===== src/rtl/seq_mult_pkg.sv =====
// rtl/seq_mult_pkg.sv - shared types and sizing helpers for the sequential multiplier
package seq_mult_pkg;

   typedef enum logic [1:0] {
      IDLE = 2'd0,
      CALC = 2'd1,
      DONE = 2'd2
   } state_t;

   // Iteration counter width; never below one bit so narrow builds still elaborate.
   function automatic int cnt_width(input int width);
      return (width < 2) ? 1 : $clog2(width);
   endfunction

endpackage


===== src/rtl/rca_n.sv =====
// rtl/rca_n.sv - parametrised N-bit ripple-carry adder with carry in/out
module rca_n #(
   parameter int N = 4
) (
   input  logic [N-1:0] i_a,
   input  logic [N-1:0] i_b,
   input  logic         i_cin,
   output logic [N-1:0] o_sum,
   output logic         o_cout
);

   logic w_c;

   always_comb begin
      o_sum = '0;
      w_c   = i_cin;
      for (int i = 0; i < N; i++) begin
         o_sum[i] = i_a[i] ^ i_b[i] ^ w_c;
         w_c      = (i_a[i] & i_b[i]) | (w_c & (i_a[i] ^ i_b[i]));
      end
      o_cout = w_c;
   end

endmodule


===== src/rtl/seq_multiplier.sv =====
// rtl/seq_multiplier.sv - WIDTH-cycle shift-add multiplier, signed or unsigned per operation
module seq_multiplier
   import seq_mult_pkg::*;
#(
   parameter int WIDTH = 4
) (
   input  logic               clk,
   input  logic               rst,
   input  logic               in_valid,
   output logic               in_ready,
   input  logic [WIDTH-1:0]   a,
   input  logic [WIDTH-1:0]   b,
   input  logic               signed_mode,
   output logic               out_valid,
   input  logic               out_ready,
   output logic [2*WIDTH-1:0] product
);

   localparam int CW = cnt_width(WIDTH);
   localparam int AW = 2 * WIDTH;

   state_t           r_state;
   state_t           w_next_state;
   logic [WIDTH-1:0] r_mcand;
   logic [WIDTH-1:0] r_mplier;
   logic [AW-1:0]    r_acc;
   logic [AW-1:0]    r_product;
   logic [CW-1:0]    r_cnt;
   logic             r_neg;

   logic [WIDTH-1:0] w_a_mag;
   logic [WIDTH-1:0] w_b_mag;
   logic [WIDTH-1:0] w_addend;
   logic [WIDTH-1:0] w_sum;
   logic             w_cout;
   logic [AW-1:0]    w_acc_next;
   logic             w_accept;
   logic             w_last;

   // Magnitudes fit in WIDTH unsigned bits, including the most negative operand.
   assign w_a_mag  = (signed_mode && a[WIDTH-1]) ? -a : a;
   assign w_b_mag  = (signed_mode && b[WIDTH-1]) ? -b : b;
   assign w_addend = r_mplier[0] ? r_mcand : '0;

   rca_n #(.N(WIDTH)) u_rca (
      .i_a    (r_acc[AW-1:WIDTH]),
      .i_b    (w_addend),
      .i_cin  (1'b0),
      .o_sum  (w_sum),
      .o_cout (w_cout)
   );

   // The adder carry becomes the new accumulator MSB after the right shift.
   assign w_acc_next = AW'({w_cout, w_sum, r_acc[WIDTH-1:0]} >> 1);
   assign product    = r_product;

   always_ff @(posedge clk or posedge rst) begin
      if (rst) begin
         r_state <= IDLE;
      end else begin
         r_state <= w_next_state;
      end
   end

   always_comb begin
      w_next_state = r_state;
      in_ready     = 1'b0;
      out_valid    = 1'b0;
      w_accept     = 1'b0;
      w_last       = 1'b0;
      case (r_state)
         IDLE: begin
            in_ready = 1'b1;
            if (in_valid) begin
               w_accept     = 1'b1;
               w_next_state = CALC;
            end
         end
         CALC: begin
            if (r_cnt == CW'(WIDTH - 1)) begin
               w_last       = 1'b1;
               w_next_state = DONE;
            end
         end
         DONE: begin
            out_valid = 1'b1;
            if (out_ready) begin
               w_next_state = IDLE;
            end
         end
         default: w_next_state = IDLE;
      endcase
   end

   always_ff @(posedge clk or posedge rst) begin
      if (rst) begin
         r_mcand   <= '0;
         r_mplier  <= '0;
         r_acc     <= '0;
         r_product <= '0;
         r_cnt     <= '0;
         r_neg     <= 1'b0;
      end else if (w_accept) begin
         r_mcand  <= w_a_mag;
         r_mplier <= w_b_mag;
         r_neg    <= signed_mode & (a[WIDTH-1] ^ b[WIDTH-1]);
         r_acc    <= '0;
         r_cnt    <= '0;
      end else if (r_state == CALC) begin
         r_acc    <= w_acc_next;
         r_mplier <= r_mplier >> 1;
         r_cnt    <= r_cnt + 1'b1;
         if (w_last) begin
            r_product <= r_neg ? -w_acc_next : w_acc_next;
         end
      end
   end

endmodule


===== config.mk =====
export PLATFORM = sky130hd
export DESIGN_NAME = seq_multiplier
export DESIGN_NICKNAME = d
export VERILOG_FILES = /design/src/rtl/seq_mult_pkg.sv /design/src/rtl/rca_n.sv /design/src/rtl/seq_multiplier.sv
export SDC_FILE = /design/constraint.sdc
export NUM_CORES = 1
export LEC_CHECK = 0
export CAP_MARGIN = 30
export CORE_MARGIN = 10
export CORE_UTILIZATION = 47
export CTS_BUF_LIST = sky130_fd_sc_hd__clkbuf_16
export CTS_CLUSTER_DIAMETER = 50
export DETAILED_ROUTE_END_ITERATION = 8
export GPL_TIMING_DRIVEN = 0
export PLACE_DENSITY = 0.71
export SYNTH_ARGS = -nofsm -noshare
export SYNTH_HDL_FRONTEND = slang
export SYNTH_SLANG_ARGS = --single-unit
export TNS_END_PERCENT = 5

===== constraint.sdc =====
create_clock -name clk -period 2.6 [get_ports clk]
set_input_delay 0.52 -clock clk [delete_from_list [all_inputs] [get_ports clk]]
set_output_delay 0.52 -clock clk [all_outputs]
set_load 0.01 [all_outputs]

==> results of run 1 <==
layout make-up:
cell class              instances  share of cell area, %
plain buffers                   5                  1.566
multi-input cells              93                  39.07
flip-flops and latches         28                  36.53
clock inverters                 1                 0.1957
clock buffers                   3                  3.914
well taps                      44                  2.870
repair buffers                 25                  13.89
inverters                      10                  1.957
through the flow:
stage	hold WS (ns)	utilization (%)	instances	area, µm²	TNS (ns)
after floorplan	0.4655	-	136	1484	0
after global placement	0.4613	58.10	202	1759	-0.1217
after detailed placement	0.4699	59.01	203	1787	-0.1606
after CTS	0.4848	62.36	209	1888	0
after global routing	0.5052	63.35	209	1918	0
final	0.4779	63.35	209	1918	0
where the power goes:
group          internal (mW)  switching (mW)  leakage [nW]  total (mW)
Clock                  0.206           0.143        0.0385       0.349
Combinational          0.522           0.504         0.458        1.03
Sequential             0.614           0.138         0.359       0.752
Total                   1.34           0.784         0.855        2.13
worst max-delay path: stages (launching register included):
cell and delay [ns]:
dfrtp_1 0.37, and2_4 0.16, ha_4 0.15, fa_2 0.37
fa_2 0.37, fa_2 0.58, o41ai_4 0.07, a211o_1 0.31
nand3_1 0.06
registers in the layout, indices dropped and copies added, names as in the netlist:
register / flops
product: 8
r_mcand: 4
r_state: 2
r_acc: 7
r_neg: 1
r_mplier: 4
r_cnt: 2
layout by cell type, fill, tap and decap left out, drive strengths merged:
| cell | instances |
|---|---|
| dfrtp | 28 |
| nor3b | 2 |
| nand3b | 3 |
| clkdlybuf4s50 | 22 |
| buf | 8 |
| xor2 | 4 |
| a22o | 8 |
| inv | 10 |
| a21oi | 4 |
| mux2 | 2 |
| clkbuf | 3 |
| nand2 | 10 |
| o2111ai | 1 |
| nand4 | 2 |
| nand3 | 5 |
| a2111o | 1 |
| a32o | 1 |
| clkinv | 1 |
| fa | 3 |
| nor2 | 5 |
| o31ai | 3 |
| o41ai | 1 |
| or3 | 1 |
| xnor2 | 1 |
| a211o | 2 |
| mux2i | 7 |
| and2 | 4 |
| o21bai | 1 |
| nand2b | 1 |
| nor2b | 2 |
| ha | 5 |
| and3b | 2 |
| a31oi | 1 |
| o21ai | 11 |
routing by layer:
metal	share of wire (%)	up-vias	track usage [%]
met5	0	-	0
met4	1.6	0	3.788
met3	5.8	7	3.420
met2	51	23	18.20
met1	41	538	11.58
li1	-	545	-
what timing repair did:
action | 4_1_cts | 5_1_grt
buffers inserted | 2 | 0
pin swaps | 5 | 5
endpoints found under the setup margin | 2 | 2
resized for setup | 3 | 5
kinds of logic (layout without fill, tap and decap cells):
family	after synthesis	after routing
simple gates	37	37
mux	9	9
buf+inv	15	44
fa+ha+maj	8	8
flops	28	28
compound gates	34	34
xor+xnor	5	5
worst min-delay path by stage:
| stage | startpoint | endpoint | cells past startpoint |
|---|---|---|---|
| finish | product[3] | product[3] | 2 |
| detailed placement | product[3] | product[3] | 2 |
| global route | product[3] | product[3] | 2 |
| floorplan | r_mplier[3] | r_mplier[3] | 1 |
| global placement | product[3] | product[3] | 2 |
| CTS | product[6] | product[6] | 2 |
==> impl_metrics.py, run 1 <==
metrics = {
    "layout": {
        "multiInputGateArea_um2": 749.5,
        "nets": 187,
        "fillers": 259,
        "drive_above_1_share_pct": 13.94,
        "area_growth_pct": 29.92,
        "n_antenna_cell": 0,
        "final-seq-area_um2": 700.7,
    },
    "yosys": {
        "synth_area_leader_cell": "dfrtp_1",
        "synth_xor_area_share_pct": 2.966,
        "synth_top_family_by_area": "compound AO/OA/AOI/OAI gates",
        "synth.area.mux_share_pct": 6.271,
        "ys_seq_area_share_pct": 47.46,
        "synth-simple-area-share_pct": 13.98,
        "ys_types": 37,
        "synth_common_cells": "dfrtp_1, nand2_1, inv_1",
        "synthArstFlopShare_pct": 100.0,
        "avgSynthCellArea_um2": 10.86,
        "synth_compound_area_share_pct": 16.44,
        "synthAdderAreaFrac_pct": 8.305,
        "synth_edf_count": 0,
        "mappedNetlistArea_mm2": 0.001476,
        "synth_fp_nets": 157,
        "synth_seq_cells": 28,
        "yosysMostFrequentCell": "dfrtp_1",
        "synthTopCellsByArea": "dfrtp_1, a22o_1, mux2i_1, ha_1, fa_1",
        "yosysWarnings": 0,
        "yosysTopAreaCellShare_pct": 47.46,
        "postSynthCellCount": 136,
        "synth_flop_cell": "dfrtp_1",
    },
    "floorplan": {
        "die_h_um": 76.05,
        "core_area_mm2": 0.003028,
        "dieArea_mm2": 0.005783,
        "die_w_um": 76.05,
        "initial_core_util_pct": 48.76,
        "pin_count": 23,
        "rows": 20,
    },
    "grt": {
        "grt_max_degree": 18,
        "track_usage_pct": 10.47,
        "grt-ovfl-total": 0,
        "grt_pass1_wl_um": 5168,
        "grt_pass1_vias": 1195,
        "antenna_found_initial": 0,
    },
    "power_and_ir_drop": {
        "total_power_mw": 2.127,
        "irDropWorstVdd_uv": 435.8,
        "p_per_area_mw_per_mm2": 1109,
        "cellLeakagePower_nw": 0.8555,
    },
    "clock_tree": {
        "clk_pin_slew_worst_paths_ns": 0.07,
        "cts_tree": "done",
        "clkSinkCount": 28,
        "cts_max_level": 1,
        "cts-buffers-inserted": 3,
        "clock_path_buffers": 2,
        "clock-root-buffer": "clkbuf_16",
        "clk_latency_ns": 0.26,
        "cts.hold.buffers_added": 0,
    },
    "run_status": {
        "status": "finished, final reports clean",
    },
    "setup_path": {
        "cp_max_fo": 2,
        "regToRegSetupSlack_ns": 0.09,
        "startpoint_type": "flip-flop",
        "endpoint": "product[7]",
        "startpoint": "r_mcand[0]",
        "r2r_end": "product[7]",
        "crit_type": "reg2reg",
        "reg2reg_from": "r_mcand[0]",
        "required_ns": 2.80,
        "r2r_cells": 8,
        "endpoint_kind": "flip-flop",
        "cp.arrival_ns": 2.71,
    },
    "timing": {
        "finalHoldViolations": 0,
        "rsz0062_at_grt": "no",
        "tightest_slew_ns": 0.5242,
        "maxSlewHeadroom_pct": 65.01,
        "fin_ws_ns": 0.08833,
        "drv_slew": 0,
        "setup-violations-final": 0,
        "min_period_over_period_pct": 96.60,
        "min_period_ns": 2.512,
        "timing.fmax_mhz": 398.1,
        "skew_ns": 0.004639,
    },
    "routing": {
        "vias": 1113,
        "drcViolationCount": 0,
        "wl_um": 2943,
        "dr.pass1.iters": 2,
        "dr.first_iter.drc_count": 36,
        "route.antenna.remaining_nets": 0,
        "routedWlPerCell_um": 14.08,
        "vias_per_cell": 5.325,
    },
    "place": {
        "place_congestion": 0.7667,
        "hpwl_um": 2280,
        "io_buffer_count": 22,
        "place_ws_ns": -0.1322,
    },
    "flow_run": {
        "cap_violations": 0,
    },
    "hold_path": {
        "hp-class": "reg2reg",
    },
}
(Power assumes the default switching activity.)
==> run 2, diff against run 1 <==
Settings changed: CTS_CLUSTER_DIAMETER 50 to default.
==> results of run 2 <==
Same layout as run 1: the final DEF is identical, and so are final timing and power.
